File: src/rtl/mem_stage.sv
// MEM pipeline stage: holds the EX->MEM bundle, waits for the data_sram response, extends load data.
// Forwarding to ID (mem_bypass) is built only when MEM_BYPASS_EN is defined.
`timescale 1ns/1ps
module mem_stage #(
    parameter int CANCEL_W = 2
) (
    input  logic                clk,
    input  logic                resetn,
    input  logic                EX_to_MEM,
    input  logic [193:0]        EX_to_MEM_zip,
    input  logic [46:0]         EX_except_zip,
    output logic                MEM_allowin,
    input  logic                WB_allowin,
    output logic                MEM_to_WB,
    output logic [187:0]        MEM_to_WB_zip,
    output logic [46:0]         MEM_except_zip,
    input  logic                data_sram_data_ok,
    input  logic [31:0]         data_sram_rdata,
    input  logic                flush,
    output logic                MEM_block,
    output logic [38:0]         mem_bypass,
    output logic [1:0]          dbg_state,
    output logic [CANCEL_W-1:0] dbg_cancel_cnt
);

    typedef struct packed {
        logic        valid;
        logic [31:0] pc;
        logic [31:0] ir;
        logic        gr_we;
        logic [4:0]  waddr;
        logic [31:0] alu_res;
        logic        res_from_mem;
        logic        mem_we;
        logic [1:0]  mem_size;
        logic        mem_unsigned;
        logic        req_issued;
        logic        tlbrd;
        logic        tlbwr;
        logic        tlbfill;
        logic        invtlb;
        logic        cacop;
        logic        csr_re;
        logic        csr_we;
        logic [31:0] csr_wmask;
        logic [31:0] csr_wvalue;
        logic [13:0] csr_num;
    } ex_bundle_t;

    typedef enum logic [1:0] {
        S_IDLE = 2'd0,
        S_RUN  = 2'd1,
        S_WAIT = 2'd2,
        S_HOLD = 2'd3
    } state_e;

    state_e              state_q, state_d;
    ex_bundle_t          ex_q, ex_d, ex_in;
    logic [46:0]         exc_q, exc_d;
    logic [CANCEL_W-1:0] cancel_cnt_q, cancel_cnt_d;
    logic [31:0]         rdata_buf_q, rdata_buf_d;
    logic                buf_v_q, buf_v_d;

    logic        rsp_mine, rsp_drop, ready_go, accept, cnt_inc, cnt_dec;
    logic [31:0] ld_word, ld_ext, rf_wdata;
    logic [7:0]  ld_byte;
    logic [15:0] ld_half;
    logic        unused_mem_we;

    assign ex_in         = ex_bundle_t'(EX_to_MEM_zip);
    assign unused_mem_we = ex_q.mem_we;

    // Handshake: a bundle moves EX->MEM when EX_to_MEM & MEM_allowin, and MEM->WB when MEM_to_WB;
    // MEM_allowin never depends on EX_to_MEM, and MEM_to_WB already includes WB_allowin.
    always_comb begin
        rsp_mine    = data_sram_data_ok & (cancel_cnt_q == '0) & (state_q == S_WAIT);
        rsp_drop    = data_sram_data_ok & (cancel_cnt_q != '0);
        ready_go    = (state_q == S_RUN) | (state_q == S_HOLD) | rsp_mine;
        MEM_allowin = ~ex_q.valid | (ready_go & WB_allowin);
        MEM_to_WB   = ex_q.valid & ready_go & WB_allowin & ~flush;
        accept      = EX_to_MEM & MEM_allowin;
        cnt_inc     = flush & (state_q == S_WAIT) & ~rsp_mine;
        cnt_dec     = rsp_drop;
    end

    always_comb begin
        state_d      = state_q;
        ex_d         = ex_q;
        exc_d        = exc_q;
        rdata_buf_d  = rdata_buf_q;
        buf_v_d      = buf_v_q;
        cancel_cnt_d = cancel_cnt_q;
        if (accept) begin
            ex_d       = ex_in;
            ex_d.valid = ex_in.valid & ~flush;
            exc_d      = EX_except_zip;
            buf_v_d    = 1'b0;
            if (!ex_d.valid)          state_d = S_IDLE;
            else if (ex_in.req_issued) state_d = S_WAIT;
            else                       state_d = S_RUN;
        end else if (MEM_allowin) begin
            ex_d.valid = 1'b0;
            buf_v_d    = 1'b0;
            state_d    = S_IDLE;
        end else if (rsp_mine) begin
            rdata_buf_d = data_sram_rdata;
            buf_v_d     = 1'b1;
            state_d     = S_HOLD;
        end
        if (flush) begin
            ex_d.valid = 1'b0;
            buf_v_d    = 1'b0;
            state_d    = S_IDLE;
        end
        if (cnt_inc && !cnt_dec)      cancel_cnt_d = cancel_cnt_q + CANCEL_W'(1);
        else if (cnt_dec && !cnt_inc) cancel_cnt_d = cancel_cnt_q - CANCEL_W'(1);
    end

    // Load data: buffered copy once parked in HOLD, otherwise the live response.
    always_comb begin
        ld_word = buf_v_q ? rdata_buf_q : data_sram_rdata;
        case (ex_q.alu_res[1:0])
            2'd0:    ld_byte = ld_word[7:0];
            2'd1:    ld_byte = ld_word[15:8];
            2'd2:    ld_byte = ld_word[23:16];
            default: ld_byte = ld_word[31:24];
        endcase
        ld_half = ex_q.alu_res[1] ? ld_word[31:16] : ld_word[15:0];
        case (ex_q.mem_size)
            2'b00:   ld_ext = {{24{~ex_q.mem_unsigned & ld_byte[7]}}, ld_byte};
            2'b01:   ld_ext = {{16{~ex_q.mem_unsigned & ld_half[15]}}, ld_half};
            default: ld_ext = ld_word;
        endcase
        rf_wdata = ex_q.res_from_mem ? ld_ext : ex_q.alu_res;
    end

    always_ff @(posedge clk or negedge resetn) begin
        if (!resetn) begin
            state_q      <= S_IDLE;
            ex_q         <= '0;
            exc_q        <= '0;
            cancel_cnt_q <= '0;
            rdata_buf_q  <= '0;
            buf_v_q      <= 1'b0;
        end else begin
            state_q      <= state_d;
            ex_q         <= ex_d;
            exc_q        <= exc_d;
            cancel_cnt_q <= cancel_cnt_d;
            rdata_buf_q  <= rdata_buf_d;
            buf_v_q      <= buf_v_d;
        end
    end

    // Except layout: [46] ertn, [45:32] exception flags, [31:0] bad address.
    assign MEM_except_zip = exc_q;
    assign MEM_block      = ex_q.valid & ((|exc_q[46:32]) | ex_q.tlbwr | ex_q.tlbfill
                                          | ex_q.invtlb | ex_q.cacop);
    assign MEM_to_WB_zip  = {ex_q.valid, ex_q.pc, ex_q.ir, ex_q.gr_we, ex_q.waddr, rf_wdata,
                             ex_q.tlbrd, ex_q.tlbwr, ex_q.tlbfill, ex_q.invtlb, ex_q.cacop,
                             ex_q.csr_re, ex_q.csr_we, ex_q.csr_wmask, ex_q.csr_wvalue, ex_q.csr_num};

`ifdef MEM_BYPASS_EN
    assign mem_bypass = {ex_q.valid & ex_q.gr_we, state_q == S_WAIT, ex_q.waddr, rf_wdata};
`else
    assign mem_bypass = '0;
`endif

    assign dbg_state      = state_q;
    assign dbg_cancel_cnt = cancel_cnt_q;

    // A further cancelled response beyond the counter range cannot be tracked.
    assert property (@(posedge clk) disable iff (!resetn)
                     !(cnt_inc && !cnt_dec && (&cancel_cnt_q)));

endmodule

File: config.mk
export PLATFORM = sky130hd
export DESIGN_NAME = mem_stage
export DESIGN_NICKNAME = d
export VERILOG_FILES = /design/src/rtl/mem_stage.sv
export SDC_FILE = /design/constraint.sdc
export NUM_CORES = 1
export LEC_CHECK = 0
export ABC_AREA = 1
export CAP_MARGIN = 10
export CORE_AREA = 2 2 216 218
export DETAILED_ROUTE_END_ITERATION = 7
export DIE_AREA = 0 0 218 220
export DONT_BUFFER_PORTS = 1
export GPL_ROUTABILITY_DRIVEN = 1
export MAX_ROUTING_LAYER = met4
export PLACE_DENSITY = 0.53
export SYNTH_ARGS = -nofsm -noshare
export SYNTH_HDL_FRONTEND = slang
export SYNTH_SLANG_ARGS = --single-unit
File: constraint.sdc
create_clock -name clk -period 3.95 [get_ports clk]
set_input_delay 0.395 -clock clk [delete_from_list [all_inputs] [get_ports clk]]
set_output_delay 0.395 -clock clk [all_outputs]
set_load 0.05 [all_outputs]
==> parameters.txt <==
Parameter                              Value

Synth
  Synthesis Warnings    0
  Number of enable flip-flop cells after synthesis    0
  Share of synthesized area occupied by flip-flops and latches    0.4862
  Number of distinct library cells after synthesis    31
  Synthesized flop and latch total    between 200 and 300
  Predominant post-synthesis flop cell    sky130_fd_sc_hd__dfrtp_1
  Count of mapped cells out of synthesis    ~1800
  Post-synth design cell area    approximately 14000 µm²
  Share of synthesized flip-flops with an asynchronous set or reset    1.000
  Post-synthesis area per instance    slightly above 8 µm²

Global route
  First-pass GRT wire length    68630 µm
  Initial antenna violation count    4
  Overall overflow remaining after global route    0
  Largest net degree at the start of global routing    277
  Via count of the first global-routing pass    11903
  Total routing resource utilization after global routing    0.1886

Pwr
  Clock share of power    0.325
  Total power density per cell area    546.7 nW/µm²
  Pint    ~5.8 mW
  Static leakage    between 8 and 9 nW
  Combinational group share of total power    0.184
  Switching power as a share of total power    0.4029
  IR drop worst, VDD    between 0.3 and 0.4 mV
  Net switching power of the design    around 3.9 mW
  Part of the total power dissipated in sequential elements    0.491

Placement
  Final Wtd Congestion    a little under 0.9
  Setup slack after placement    roughly 0.9 ns
  Buffers added on ports    0
  Placed wire-length estimate    about 30000 µm

Timing
  Unrepaired setup endpoints after global routing    no
  Setup WS post-layout    0.5662 ns
  Aggregate negative setup slack    0 ns
  Tmin final    roughly 3.4 ns
  Actual transition at the worst max-transition pin    about 1.1 ns
  Worst clock skew on the final layout    0.01172 ns
  Setup-failing EPs final    0
  Number of max-slew violations in the final report    0
  Final count of hold timing violations    276
  Peak Freq    295.5 MHz
  Hold Slack    -0.4852 ns
  Final cycle utilization of the critical path    0.8566
  Remaining max-slew budget at the tightest pin    0.2411

CTS
  Post-CTS resize count    0
  # H-tree levels    1
  TritonCTS clock tree    yes
  Number of buffers inserted by hold repair at cts    354
  Maximum buffer depth of the clock tree    3
  Clk sink count    around 280
  Root cell of the clock tree    sky130_fd_sc_hd__clkbuf_16
  Clock-pin transition on the worst setup and hold timing paths    0.06 ns
  CTS buffer count    30
  Later-pin clock latency in the skew report    about 0.57 ns
  Setup Buffers After CTS    0

Drt
  DRC    0
  First drt pass iteration count    6
  WL per Instance    18.45 µm
  Initial drt markers    around 1100
  Final antenna-violating net count    0
  Vias per cell    roughly 4.7
  Total wirelength of the detailed-routed design    ~47000 µm
  Number of vias in the routed layout    around 12000

Critical path
  Critical path fanouts, max    24
  Element type at the critical path start    register
  Setup crit end kind    primary output
  Data required time of the critical path    3.56 ns
  Setup Crit Path Kind    reg -> out
  Data arrival time of the critical path    around 3 ns

Layout
  Growth of design area from synthesis to finish    25.20%
  Proportion of layout cells with a drive suffix above 1    0.05587
  Fillers    4540
  Final layout net count    between 2000 and 2500

Min path
  Classification of the worst-slack hold path    in -> async

Floorplanning
  Number of I/O pins    560
  Initial Utilization    0.3097
  Number of cell rows    79
  Die Ht    around 220 µm
  Placeable core region    approximately 46000 µm²
  Die width    around 220 µm
  Die Outline Area    ~48000 µm²

Outcome
  Outcome    finished with violations
  Violations in the final reports    hold timing

Run
  Max Cap Viol    0
power groups by stage:
stage               Sequential (mW)  Combinational (mW)  Clock, mW
finish                         4.78                1.79       3.16
global route                   4.82                1.97       3.34
CTS                            4.78                1.77       3.23
detailed placement             4.82                1.47          0
global placement               4.82                1.43          0
floorplan                      3.80                2.51          0
through the flow:
step / power, mW / area (µm²) / util / cells
global placement: 6.254 / 13110 / 0.2858 / 2130
detailed placement: 6.289 / 13110 / 0.2858 / 2130
global route: 10.12 / 17780 / 0.3878 / 2544
floorplan: 6.305 / 14350 / - / 1802
finish: 9.723 / 17780 / 0.3878 / 2544
CTS: 9.774 / 17770 / 0.3875 / 2540
critical path: stages (launching register included):
cell and delay, ns:
sky130_fd_sc_hd__dfrtp_1 0.65, sky130_fd_sc_hd__inv_4 0.19, sky130_fd_sc_hd__nand2_1 0.12, sky130_fd_sc_hd__nand3_1 0.09, sky130_fd_sc_hd__nand2_1 0.10, sky130_fd_sc_hd__inv_1 0.04, sky130_fd_sc_hd__nand2_1 0.08, sky130_fd_sc_hd__nand3_2 0.42
sky130_fd_sc_hd__nand3_1 0.30, sky130_fd_sc_hd__nand2_1 0.08, sky130_fd_sc_hd__inv_1 0.33
final timing paths:
| path | depth (start not counted) | slack (ns) | from | endpoint |
|---|---|---|---|---|
| max | 10 | 0.57 | buf_v_q$_DFFE_PN0P_ | MEM_to_WB_zip[104] |
| min | 0 | -0.49 | resetn | rdata_buf_q[27]$_DFFE_PN0P_ |
| max reg2reg | 9 | 0.66 | dbg_cancel_cnt[1]$_DFFE_PN0P_ | MEM_except_zip[22]$_DFFE_PN0P_ |
| min reg2reg | 2 | 0.46 | ex_q[111]$_DFFE_PN0P_ | ex_q[111]$_DFFE_PN0P_ |
| max in group asynchronous | 0 | 3.54 | resetn | MEM_to_WB_zip[38]$_DFFE_PN0P_ |
| min in group clk | 2 | 0.05 | EX_to_MEM_zip[44] | MEM_to_WB_zip[44]$_DFFE_PN0P_ |
cell families (layout without fill, tap and decap cells):
family,Yosys count,count (layout),share of synthesized area
other cells,1,43,0.0002640
buf+inv,385,516,0.1786
fa+ha+maj,1,1,0.0008807
simple gates,989,989,0.2923
compound gates,110,110,0.04052
flops,276,276,0.4862
xor+xnor,2,2,0.001233
flip-flops by register name, indices dropped and copies added, names as in the netlist:
name / flops
rdata_buf_q: 32
MEM_except_zip: 47
dbg_state: 2
dbg_cancel_cnt: 2
MEM_to_WB_zip: 156
buf_v_q: 1
ex_q: 36
placed cells by master (no fill, tap or decap), types with 3 or more instances in the layout:
cell,instances
sky130_fd_sc_hd__o211ai_1,8
sky130_fd_sc_hd__buf_4,22
sky130_fd_sc_hd__dfrtp_1,276
sky130_fd_sc_hd__or2_2,16
sky130_fd_sc_hd__clkinvlp_4,3
sky130_fd_sc_hd__diode_2,4
sky130_fd_sc_hd__clkinv_1,3
sky130_fd_sc_hd__o21ai_0,62
sky130_fd_sc_hd__nand2_1,666
sky130_fd_sc_hd__o21ai_1,5
sky130_fd_sc_hd__clkbuf_16,31
sky130_fd_sc_hd__conb_1,39
sky130_fd_sc_hd__dlygate4sd3_1,354
sky130_fd_sc_hd__nor4_1,3
sky130_fd_sc_hd__clkinv_2,5
sky130_fd_sc_hd__nor2_1,19
sky130_fd_sc_hd__bufinv_16,5
sky130_fd_sc_hd__a21oi_1,32
sky130_fd_sc_hd__inv_1,76
sky130_fd_sc_hd__clkbuf_8,9
sky130_fd_sc_hd__nand3_1,274
Yosys cell counts, types with 2 or more instances:
master | instances | area [µm²]
sky130_fd_sc_hd__a31oi_1 | 2 | 12.51
sky130_fd_sc_hd__dfrtp_1 | 276 | 6907
sky130_fd_sc_hd__nand3_1 | 274 | 1371
sky130_fd_sc_hd__nand2_1 | 666 | 2500
sky130_fd_sc_hd__buf_4 | 209 | 1569
sky130_fd_sc_hd__buf_2 | 16 | 80.08
sky130_fd_sc_hd__clkinv_1 | 3 | 11.26
sky130_fd_sc_hd__buf_6 | 38 | 427.9
sky130_fd_sc_hd__nand2_2 | 2 | 12.51
sky130_fd_sc_hd__a21oi_1 | 32 | 160.2
sky130_fd_sc_hd__nand3_2 | 2 | 20.02
sky130_fd_sc_hd__or2_2 | 16 | 100.1
sky130_fd_sc_hd__inv_2 | 2 | 7.510
sky130_fd_sc_hd__nor2_1 | 19 | 71.32
sky130_fd_sc_hd__nor4_1 | 3 | 18.77
sky130_fd_sc_hd__o21ai_1 | 5 | 25.02
sky130_fd_sc_hd__o211ai_1 | 8 | 60.06
sky130_fd_sc_hd__nand2_4 | 2 | 22.52
sky130_fd_sc_hd__o21ai_0 | 62 | 310.3
sky130_fd_sc_hd__clkbuf_1 | 39 | 146.4
sky130_fd_sc_hd__nor3_1 | 2 | 10.01
sky130_fd_sc_hd__xnor2_1 | 2 | 17.52
sky130_fd_sc_hd__inv_1 | 76 | 285.3
layout make-up:
class,instances,area (µm²),share of cell area
Antenna cell,4,10.01,0.0005628
Clock buffer,40,899.6,0.05058
Clock inverter,16,224.0,0.01259
Inverter,82,310.3,0.01745
Multi-Input combinational cell,1141,4926,0.2770
Sequential cell,276,6907,0.3883
Tap cell,607,759.5,0.04270
Timing Repair Buffer,378,3749,0.2108
per-layer routing:
metal  vias up  track usage  part of all wire
met3        81      0.04237             0.080
met5         -            -                 0
met4         0      0.08503             0.041
li1       5621            -                 -
met1      5794       0.2128              0.37
met2       565       0.3199              0.51
Note: power is estimated with default switching activity, not from simulation.
